--- src/rtl/stream_averaging_filter.sv ---
// ---------------------------------------------------------------------------
// stream_averaging_filter
//
// Streaming raster-scan R_K x C_K box (averaging) filter over an R_I x C_I
// frame. Pixels arrive one per valid/ready handshake in row-major order. A
// shift register spanning (R_K-1) full lines plus C_K pixels provides the
// window. Window taps outside the frame are zero-padded. The divisor is
// always R_K*C_K, including at the borders.
//
// After the last pixel of a frame, the block runs LAG internal zero-data
// steps (FLUSH) so that the trailing centres still come out. Every output
// pixel then passes through DEPTH registered adder-tree stages and one
// divide register.
//
// Optional feature macro: AVG_ROUND_EN
//   defined   : round-to-nearest division, saturating at 2**W_I-1
//   undefined : truncating division (default)
//
// Ports
//   clk      clock, rising edge
//   rst      synchronous reset, active-high
//   cen      clock enable; low freezes all state
//   s_valid  input pixel valid
//   s_ready  block accepts a pixel this cycle
//   s_data   input pixel, row-major raster order
//   m_valid  output pixel valid
//   m_ready  downstream accepts output
//   m_data   filtered pixel
//   m_last   high with the final pixel of a frame
//   busy     frame in progress or pipeline still holds data
// ---------------------------------------------------------------------------
module stream_averaging_filter #(
    parameter int R_I = 5,
    parameter int C_I = 5,
    parameter int W_I = 8,
    parameter int R_K = 3,
    parameter int C_K = 3
) (
    input  logic           clk,
    input  logic           rst,
    input  logic           cen,
    input  logic           s_valid,
    output logic           s_ready,
    input  logic [W_I-1:0] s_data,
    output logic           m_valid,
    input  logic           m_ready,
    output logic [W_I-1:0] m_data,
    output logic           m_last,
    output logic           busy
);

    localparam int HR    = (R_K - 1) / 2;
    localparam int HC    = (C_K - 1) / 2;
    localparam int KN    = R_K * C_K;
    localparam int DEPTH = $clog2(KN);
    localparam int W_F   = W_I + DEPTH;
    localparam int LAG   = HR * C_I + HC;
    localparam int N     = R_I * C_I;
    localparam int TOT   = N + LAG;
    localparam int L     = (R_K - 1) * C_I + C_K;
    localparam int WL    = (L > 1) ? L - 1 : 1;
    localparam int NL    = 2 ** DEPTH;
    localparam int SW    = $clog2(TOT + 1);
    localparam int RW    = $clog2(R_I + 1);
    localparam int CW    = $clog2(C_I + 1);

    localparam logic [SW-1:0]  LAG_S = SW'(LAG);
    localparam logic [SW-1:0]  N_S   = SW'(N);
    localparam logic [SW-1:0]  TOT_S = SW'(TOT);
    localparam logic [RW-1:0]  RLAST = RW'(R_I - 1);
    localparam logic [CW-1:0]  CLAST = CW'(C_I - 1);
    localparam logic [W_F-1:0] KN_F  = W_F'(KN);

    typedef enum logic [1:0] {IDLE, FILL, RUN, FLUSH} state_t;

    state_t          state;
    logic [SW-1:0]   step_idx;
    logic [SW-1:0]   step_next;
    logic [RW-1:0]   c_row;
    logic [CW-1:0]   c_col;
    logic [W_I-1:0]  win    [WL];
    logic [W_I-1:0]  newsr  [L];
    logic [W_F-1:0]  leaves [NL];
    logic [W_F-1:0]  sums   [DEPTH][NL];
    logic [DEPTH-1:0] vld;
    logic [DEPTH-1:0] lastp;
    logic [W_F-1:0]  total;
    logic [W_I-1:0]  div_out;
    logic [W_I-1:0]  sample_in;
    logic            adv;
    logic            accept;
    logic            do_step;
    logic            produce;
    logic            centre_last;

    // The whole block advances only when enabled and the output register is
    // free (or being drained this cycle).
    assign adv         = cen & ~(m_valid & ~m_ready);
    assign s_ready     = adv & (state != FLUSH);
    assign accept      = s_valid & s_ready;
    assign do_step     = accept | (adv & (state == FLUSH));
    assign produce     = do_step & (step_idx >= LAG_S);
    assign step_next   = step_idx + SW'(1);
    assign centre_last = (c_row == RLAST) && (c_col == CLAST);
    assign sample_in   = (state == FLUSH) ? '0 : s_data;
    assign busy        = (state != IDLE) | (|vld) | m_valid;
    assign total       = sums[DEPTH-1][0];

    // The view of the shift register as it will be after this step: element 0
    // is the incoming sample, element k the sample k steps older.
    always_comb begin
        newsr[0] = sample_in;
        for (int k = 1; k < L; k++) begin
            newsr[k] = win[k-1];
        end
    end

    // Map the window onto the adder-tree leaves. A tap at window offset
    // (i, j) from the newest sample sits at frame position
    // (c_row + HR - i, c_col + HC - j). Taps outside the frame are zeroed, so
    // stale data from an earlier frame and wrap-around from the
    // neighbouring row are both excluded.
    always_comb begin
        int tr;
        int tc;
        tr = 0;
        tc = 0;
        for (int e = 0; e < NL; e++) begin
            leaves[e] = '0;
        end
        for (int i = 0; i < R_K; i++) begin
            for (int j = 0; j < C_K; j++) begin
                tr = int'(c_row) + HR - i;
                tc = int'(c_col) + HC - j;
                if (tr >= 0 && tr < R_I && tc >= 0 && tc < C_I) begin
                    leaves[i*C_K+j] = W_F'(newsr[i*C_I+j]);
                end
            end
        end
    end

    // Divide the final tree sum by the full kernel area.
`ifdef AVG_ROUND_EN
    logic [W_F:0] biased;
    logic [W_F:0] quot;
    always_comb begin
        biased = {1'b0, total} + (W_F+1)'(KN / 2);
        quot   = biased / (W_F+1)'(KN);
        if (quot > (W_F+1)'((2 ** W_I) - 1)) begin
            div_out = '1;
        end else begin
            div_out = quot[W_I-1:0];
        end
    end
`else
    always_comb begin
        div_out = W_I'(total / KN_F);
    end
`endif

    // Sequencer, window shift register, adder-tree pipeline and output
    // register. All of these move together on adv, so backpressure stalls
    // the whole pipeline without dropping or duplicating pixels. step_idx
    // counts input and flush steps within a frame. The centre counters
    // follow LAG steps behind it.
    always_ff @(posedge clk) begin
        if (rst) begin
            state    <= IDLE;
            step_idx <= '0;
            c_row    <= '0;
            c_col    <= '0;
            vld      <= '0;
            lastp    <= '0;
            m_valid  <= 1'b0;
            m_last   <= 1'b0;
            m_data   <= '0;
        end else if (adv) begin
            if (do_step) begin
                for (int k = 0; k < L - 1; k++) begin
                    win[k] <= newsr[k];
                end
                if (step_next == TOT_S) begin
                    state    <= IDLE;
                    step_idx <= '0;
                end else begin
                    step_idx <= step_next;
                    if (step_next >= N_S) begin
                        state <= FLUSH;
                    end else if (step_next >= LAG_S) begin
                        state <= RUN;
                    end else begin
                        state <= FILL;
                    end
                end
            end

            if (produce) begin
                if (c_col == CLAST) begin
                    c_col <= '0;
                    c_row <= (c_row == RLAST) ? '0 : c_row + RW'(1);
                end else begin
                    c_col <= c_col + CW'(1);
                end
            end

            for (int e = 0; e < NL / 2; e++) begin
                sums[0][e] <= leaves[2*e] + leaves[2*e+1];
            end
            for (int d = 1; d < DEPTH; d++) begin
                for (int e = 0; e < (NL >> (d + 1)); e++) begin
                    sums[d][e] <= sums[d-1][2*e] + sums[d-1][2*e+1];
                end
            end

            vld[0]   <= produce;
            lastp[0] <= produce & centre_last;
            for (int d = 1; d < DEPTH; d++) begin
                vld[d]   <= vld[d-1];
                lastp[d] <= lastp[d-1];
            end

            m_valid <= vld[DEPTH-1];
            m_last  <= lastp[DEPTH-1];
            m_data  <= div_out;
        end
    end

endmodule
--- config.mk ---
export PLATFORM = sky130hd
export DESIGN_NAME = stream_averaging_filter
export DESIGN_NICKNAME = d
export VERILOG_FILES = /design/src/rtl/stream_averaging_filter.sv
export SDC_FILE = /design/constraint.sdc
export NUM_CORES = 1
export LEC_CHECK = 0
export BUFFER_PORTS_ARGS = -buffer_cell sky130_fd_sc_hd__buf_2
export CELL_PAD_IN_SITES_DETAIL_PLACEMENT = 0
export CELL_PAD_IN_SITES_GLOBAL_PLACEMENT = 2
export CORE_ASPECT_RATIO = 1.4
export CORE_MARGIN = 2
export CORE_UTILIZATION = 40
export CTS_CLUSTER_SIZE = 28
export DETAILED_ROUTE_END_ITERATION = 16
export PLACE_DENSITY = 0.74
export RECOVER_POWER = 50
export SETUP_SLACK_MARGIN = 0.15
export SLEW_MARGIN = 20
export SYNTH_ARGS = -nofsm -noshare
export SYNTH_HDL_FRONTEND = slang
export SYNTH_SLANG_ARGS = --single-unit
--- constraint.sdc ---
create_clock -name clk -period 10.3 [get_ports clk]
set_input_delay 2.06 -clock clk [delete_from_list [all_inputs] [get_ports clk]]
set_output_delay 2.06 -clock clk [all_outputs]
set_load 0.05 [all_outputs]
Yosys cells after proc, flatten, opt, wreduce, memory -nomap -nowiden
Memory sizes are Yosys's and may differ from the RTL's.
Index checks and enable logic that the tools add are counted.

storage, ports and cells
  flip-flop bits (word level) = 31
  RAM bits = 320
  input port bits = 13
  output and inout bits = 12
  logic and storage cells = 114
  memories = 2

memories
  memory  words  width  rd ports  clocked after Yosys merged registers in  write ports  RTL line  text
  sums    4      56     4         0                                        4            84        logic [W_F-1:0] sums [DEPTH][NL];
  win     12     8      12        0                                        12           81        logic [W_I-1:0] win [WL];

operators by class
  add/sub/neg operators = 20
  div/mod/pow operators = 1
  order comparisons = 15
  eq/ne operators = 5
  muxes and demuxes = 23
  bitwise logic cells = 12
  reductions and logical operators = 27

operators with widths
  operator                                                            number
  greater-or-equal comparator 32 x 1 -> 1 bit, second input constant  4
  less-than comparator 32 x 4 -> 1 bit, second input constant         4
  adder 12 bit                                                        9
  two-way mux 8 bit                                                   10
  subtractor 32 x 2 -> 32 bit, second input constant                  2
  logical AND 1 bit                                                   22
  adder 12 bit, both inputs constant                                  1
  adder 12 bit, second input constant                                 1
  divider 12 x 4 -> 12 bit, second input constant                     1
  greater-or-equal comparator 5 x 1 -> 1 bit, second input constant   2
  greater-or-equal comparator 5 x 3 -> 1 bit, second input constant   2
  less-than comparator 5 x 4 -> 1 bit, second input constant          2
  subtractor 4 x 2 -> 5 bit, second input constant                    2
  adder 3 x 1 -> 4 bit, second input constant                         2
  bitwise AND 1 bit                                                   7
  two-way mux 1 bit                                                   7
  adder 3 x 1 -> 3 bit, second input constant                         2
  equality test 3 bit, second input constant                          2
  two-way mux 2 bit                                                   3
  two-way mux 3 bit                                                   2
  adder 5 x 1 -> 5 bit, second input constant                         1
  equality test 5 bit, second input constant                          1
  greater-or-equal comparator 5 bit, second input constant            1
  two-way mux 5 bit                                                   1
  other kinds (8)                                                     12

Longest topological paths before layout
Gate-level depths: netlist of the first run.

  depth after elaboration = 11
  gate-level depth with buffers = 20
  gate-level depth less buffers = 20

Least setup slack after synthesis of the first run
Ideal clock, no wire load.

  kind = in2reg
  start point = in cen
  end point = mem win[0][0] (enable)
  setup time = 0.672 ns
  arrival = 8.835 ns
  required time = 9.628 ns
  slack = 0.793 ns
  stages = 2
  path buffers = 0
  cell sequence = o21ai_1 nor3_1

RTL lines
  item             RTL line  text
  start, declared  41        input logic cen,
  end, declared    81

==> results of run 1 <==
==> registers in the layout, summed over array words and instances, names as in the netlist <==
signal and count:
c_col 3, c_row 3, lastp 4, vld 4
state 2, sums 103, m_data 8, win 96
m_valid 1, m_last 1, step_idx 5
==> worst max-delay path: stages <==
cell and delay (ns):
clkbuf_1 0.60, nor2_4 0.26, clkbuf_1 1.83, buf_4 0.86
==> metal layers <==
metal	routed length, um	GRT usage, %
met5	0	0
met4	370	3.776
met3	556	1.943
met2	11170	27.51
met1	8352	15.28
==> per-stage QoR <==
stage                     cells  cell area [um^2]  setup WS, ns  util, %
after global routing       1386             12960         4.310    45.49
after floorplan             956             11660        0.7934        -
final                      1386             12960         4.781    45.49
after CTS                  1386             12980         5.592    45.54
after global placement     1342             12220         5.610    42.90
after detailed placement   1342             12220         5.597    42.90
==> placed cells by master (no fill, tap or decap), types with 27 or more instances in the layout <==
cell        n
edfxtp_1  199
ha_1       85
a21oi_1    78
and2_1     67
inv_1      62
xnor2_1    49
o21ai_0    46
nor2_1     46
nand2_1    35
dfxtp_1    31
o21bai_1   27
==> power breakdown <==
part,switching (mW),internal (mW),total [mW]
clock network,0.349,0.482,0.831
registers,0.0261,1.06,1.09
logic,0.186,0.132,0.318
==> kinds of logic after synthesis <==
| family | synth area share, % |
|---|---|
| flip-flops | 56.59 |
| buffers and inverters | 2.705 |
| adder cells (fa/ha/maj) | 10.58 |
| AO/OA/AOI/OAI | 12.32 |
| XOR/XNOR | 4.959 |
| multiplexers | 0.7406 |
| AND/OR/NAND/NOR | 12.10 |
==> final cells by class <==
cell class | instances | share of cell area, %
Clock buffer | 32 | 5.183
Clock inverter | 12 | 0.6274
Inverter | 63 | 1.824
Multi-Input combinational cell | 644 | 36.66
Sequential cell | 230 | 50.88
Tap cell | 375 | 3.619
Timing Repair Buffer | 30 | 1.206
==> worst max-delay path by stage <==
stage	endpoint	from	slack, ns	cells past startpoint
6_report	sums[0][34]	rst	4.78	4
5_1_grt	sums[0][33]	rst	4.31	4
4_1_cts	s_ready	cen	5.59	4
3_5_place_dp	s_ready	cen	5.60	4
3_3_place_gp	s_ready	cen	5.61	4
2_1_floorplan	win[0][0]	cen	0.79	2
==> flow_summary.yaml, run 1 <==
outcome:
  outcome: "finished, violations left"
  violations: "capacitance limit, slew limit"
layout:
  multi_input_area_mm2: 0.004752
  syn_to_final_growth_pct: 11.22
  seqCellArea_mm2: 0.006596
  fillCellCount: 2702
  drive_above_1_share_pct: 8.309
  final_nets: 1099
  antenna_cells: 0
worst_setup_path:
  cp-end-kind: "flip-flop"
  cp_data_arrival_time_ns: 5.66
  timing.rr.start: "sums[3][53]"
  rrSetupSlack_ns: 5.83
  timing.rr.end: "m_data[0]"
  path_class: "in2reg"
  rr_worst_depth: 14
  crit_path_start_kind: "input port"
  worstPathRequired_ns: 10.44
  critical_path_peak_fanout: 55
hold_path:
  holdPathEnd: "win[0][28]"
  holdPathStages: 0
  worstHoldPathType: "reg2reg"
  hp-start: "win[0][20]"
placement:
  portBuffers: 24
  gp_congestion: 0.7239
  hpwl_um: 14420
clocking:
  htreeDepth: 1
  cts-resized-gates: 0
  cts_setup_buffers: 0
  cts_buffers: 24
  clkLatencyLatePin_ns: 0.52
  clk_pin_slew_ns: 0.06
  clockBufferDepth: 3
  clkSinkCount: 230
  cts_hold_buf: 0
  cts-root-buf: "clkbuf_16"
  cts_tree: "yes"
drt:
  ant_nets: 0
  drt_first_pass_iters: 5
  wl_per_cell_um: 14.75
  first_iter_violations: 237
  viasPerCell: 5.008
  drcViolationCount: 0
  vias: 6941
  wirelength_um: 20450
yosys:
  ys_seq_elements: 230
  ys_warn_count: 0
  synthesis.area_mm2: 0.01166
  synth_cell_types: 74
  synthesis.nets: 1062
  ys_top_cells_by_area: "edfxtp_1, ha_1, dfxtp_1, and2_1, xnor2_1"
  yosysTopAreaCell: "edfxtp_1"
  synth.most_common_cell: "edfxtp_1"
  synth_top_area_share_pct: 51.27
  netlist_instances: 956
  synthArstFlopShare_pct: 0
  yosys-top-cells-count: "edfxtp_1, ha_1, and2_1"
  synth_edf_count: 199
  synth_ff_type: "edfxtp_1"
  yosysSeqAreaShare_pct: 56.59
  avgSynthCellArea_um2: 12.19
sta:
  slew_headroom_pct: -71.12
  slew_violations: 81
  fin_crit_sh_pct: 53.58
  hold_violations: 0
  period_needed_ns: 5.519
  clock.fmax_mhz: 181.2
  rsz0062_at_grt: "no"
  setup_violations: 0
  hold_ws_ns: 0.4153
  worst_pin_slew_ns: 2.567
  fin_skew_ns: 0.01463
  tns_ns: 0
floorplan:
  row_count: 73
  core_area_mm2: 0.02850
  fp.dieH_um: 206.0
  die_area_mm2: 0.03054
  ioPinCount: 25
  die_w_um: 148.3
  start_util_pct: 40.90
pwr:
  leakagePower_nw: 4.953
  ir_drop_mv: 0.1215
  powerDensity_mw_per_mm2: 172.7
  power_mw: 2.239
global_routing:
  grt_pass1_wl_um: 34180
  grt_pass1_vias: 7130
  grt.total_usage_pct: 13.88
  antenna_found_initial: 1
  grt_max_degree: 75
  grt.overflow.total: 0
run:
  maxCapViolCount: 2
Power figures use the tool's default switching activity.
==> inputs of run 2 (changes only) <==
--- a/config.mk
+++ b/config.mk
@@ -5,6 +5,7 @@
 export SDC_FILE = /design/constraint.sdc
 export NUM_CORES = 1
 export LEC_CHECK = 0
+export ABC_AREA = 1
 export BUFFER_PORTS_ARGS = -buffer_cell sky130_fd_sc_hd__buf_2
 export CELL_PAD_IN_SITES_DETAIL_PLACEMENT = 0
 export CELL_PAD_IN_SITES_GLOBAL_PLACEMENT = 2
@@ -13,7 +14,7 @@
 export CORE_UTILIZATION = 40
 export CTS_CLUSTER_SIZE = 28
 export DETAILED_ROUTE_END_ITERATION = 16
-export PLACE_DENSITY = 0.74
+export PLACE_DENSITY = 0.77
 export RECOVER_POWER = 50
 export SETUP_SLACK_MARGIN = 0.15
 export SLEW_MARGIN = 20
==> constraint.sdc (replaced) <==
create_clock -name clk -period 5.18 [get_ports clk]
set_input_delay 1.036 -clock clk [delete_from_list [all_inputs] [get_ports clk]]
set_output_delay 1.036 -clock clk [all_outputs]
set_load 0.05 [all_outputs]
==> run 2 against run 1 <==
The run still ends with capacitance limit, slew limit left. Die area is 0.23% higher. Combinational power increased to 4.4 times the previous value. Setup slack got worse by 3.9 ns. Synthesized cell count grew 17%. Clock skew about the same. Final cell count grew 13%. Routed wire length grew 2.4%. Power up 150%. Count of clock-buffer cells in the layout fell by 5. Critical endpoint is now m_data[0]. Largest cell class unchanged. Highest routed layer unchanged.
==> flow_summary.yaml, run 2 <==
pwr:
  p_switching_mw: 1.729
  p_seq_share_pct: 39.9
  ir_drop_mv: 0.3004
  combPwrFrac_pct: 25.7
  power_mw: 5.487
  swShare_pct: 31.52
  p_clk_share_pct: 34.3
  leakagePower_nw: 5.830
  p_int_mw: 3.757
  powerDensity_mw_per_mm2: 416.3
layout:
  reg.largest.list: "sums: 103 flops, win: 96 flops, m_data: 8 flops"
  utilization_pct: 45.48
  largest_register_ffs: 103
  drive_above_1_share_pct: 10.56
  design_area_mm2: 0.01318
  final_nets: 1272
  antenna_cells: 0
  multi_input_area_mm2: 0.004312
  fillCellCount: 2743
  final_cells: 1564
  final_common_cell: "edfxtp_1"
  layout_common_cells: "edfxtp_1, inv_1, nor2_1, nand2_1, ha_1"
  seqCellArea_mm2: 0.006596
  largest_register: "sums"
  syn_to_final_growth_pct: 12.80
drt:
  wirelength_um: 20950
  ant_nets: 0
  drcViolationCount: 0
  wl_per_cell_um: 13.39
  viasPerCell: 4.652
  first_iter_violations: 223
  drt_first_pass_iters: 4
  vias: 7275
global_routing:
  grt.total_usage_pct: 14.36
  met3_usage_pct: 2.075
  grt.overflow.total: 0
  met1_usage_pct: 14.66
  grt_use_met2_pct: 29.33
  grt_pass1_vias: 7440
  grt_pass1_wl_um: 34940
  grt_max_degree: 102
  antenna_found_initial: 0
  top_usage_layer: "met2"
yosys:
  ys_warn_count: 0
  synth_top_area_share_pct: 51.15
  avgSynthCellArea_um2: 10.45
  yosys-top-cells-count: "edfxtp_1, inv_1, nor2_1"
  synthesis.nets: 1224
  synthArstFlopShare_pct: 0
  netlist_instances: 1118
  ys_seq_elements: 230
  ys_top_cells_by_area: "edfxtp_1, ha_1, inv_1, dfxtp_1, nor2_1"
  yosysSeqAreaShare_pct: 56.46
  synth_ff_type: "edfxtp_1"
  yosysTopAreaCell: "edfxtp_1"
  synth_cell_types: 37
  synthesis.area_mm2: 0.01168
  synth.most_common_cell: "edfxtp_1"
  synth_edf_count: 199
clocking:
  cts_tree: "yes"
  cts_setup_buffers: 0
  cts-root-buf: "clkbuf_16"
  htreeDepth: 1
  clkSinkCount: 230
  clkLatencyLatePin_ns: 0.54
  cts_buffers: 25
  cts_hold_buf: 0
  clk_pin_slew_ns: 0.07
  clockBufferDepth: 3
  cts-resized-gates: 0
placement:
  post_dp_cell_area_mm2: 0.01234
  hpwl_um: 15250
  gp_congestion: 0.7751
  preCtsSetupSlack_ns: 0.9127
  dp_cells: 1519
  portBuffers: 24
sta:
  hold_ws_ns: 0.4143
  slew_violations: 102
  setup_violations: 0
  worst_pin_slew_ns: 2.451
  slew_headroom_pct: -63.42
  rsz0062_at_grt: "no"
  clock.fmax_mhz: 235.2
  period_needed_ns: 4.251
  hold_violations: 0
  tns_ns: 0
  fin_ws_ns: 0.9288
  fin_skew_ns: 0.01415
  fin_crit_sh_pct: 82.07
floorplan:
  start_util_pct: 40.32
  die_w_um: 148.4
  fp.dieH_um: 206.2
  ioPinCount: 25
  row_count: 74
  core_area_mm2: 0.02898
  die_area_mm2: 0.03061
worst_setup_path:
  worstPathRequired_ns: 5.62
  rrSetupSlack_ns: 0.93
  critical_path_peak_fanout: 6
  cp_data_arrival_time_ns: 4.69
  crit_path_start: "sums[3][53]"
  rr_worst_depth: 43
  timing.rr.start: "sums[3][53]"
  cpMaxStageDelayCell: "edfxtp_1"
  endpoint: "m_data[0]"
  timing.rr.end: "m_data[0]"
  cp-end-kind: "flip-flop"
  crit_path_start_kind: "flip-flop"
  path_class: "reg2reg"
  cpPeakStageDelay_ns: 0.44
  cp_common_cell: "nand2_2"
run:
  maxCapViolCount: 1
outcome:
  violations: "capacitance limit, slew limit"
  outcome: "finished, violations left"
hold_path:
  worstHoldPathType: "reg2reg"
run 2: cell count changes in the layout (fill, tap and decap cells not counted), sizes merged, moves of 18 or more:
cell | previous run | this run
xor2 | 17 | 49
inv | 63 | 203
nand2 | 35 | 141
a21o | 18 | 0
and2 | 82 | 2
xnor2 | 49 | 12
nor2 | 47 | 164
nand3 | 10 | 54
run 2: cell type report:
type	instances	share of cell area (%)
Clock buffer	27	4.804
Multi-Input combinational cell	680	32.72
Inverter	201	5.744
Tap cell	380	3.608
Sequential cell	230	50.05
Timing Repair Buffer	28	1.282
Clock inverter	18	1.794
run 2: how the worst min path moves through the flow:
stage,from,end,slack [ns],cells past startpoint
after detailed placement,sums[0][3],sums[1][23],0.40,0
after CTS,sums[0][6],sums[1][26],0.42,0
after global routing,win[0][26],win[1][2],0.42,0
after global placement,win[1][26],win[2][2],0.40,0
after floorplan,sums[0][0],sums[1][20],0.40,0
final,sums[1][27],sums[2][39],0.41,0
run 2: cells by family after synthesis:
kind of cell             synth area share (%)
AO/OA/AOI/OAI                           6.490
XOR/XNOR                                4.573
adder cells (fa/ha/maj)                 10.47
buffers and inverters                   6.704
flip-flops                              56.46
AND/OR/NAND/NOR                         15.30
run 2: power by group through the flow:
stage	Combinational [mW]	Clock, mW	Sequential [mW]
floorplan	1.12	0	2.28
global placement	1.45	0	2.23
detailed placement	1.43	0	2.23
CTS	1.44	1.95	2.19
global route	1.63	2.01	2.20
finish	1.41	1.88	2.19
run 2: worst max-delay path: cells and delay by family (launching register included):
family,cells,cell delay (ns)
fa+ha+maj,1,0.17
buf+inv,6,0.42
compound gates,1,0.09
simple gates,35,3.02
flops,1,0.44
run 2: per-layer routing:
layer  up-vias  routed length [um]
met2        62               11950
met5         -                   0
met3        28                 516
met1      3375                8104
met4         0                 376
li1       3810                   -
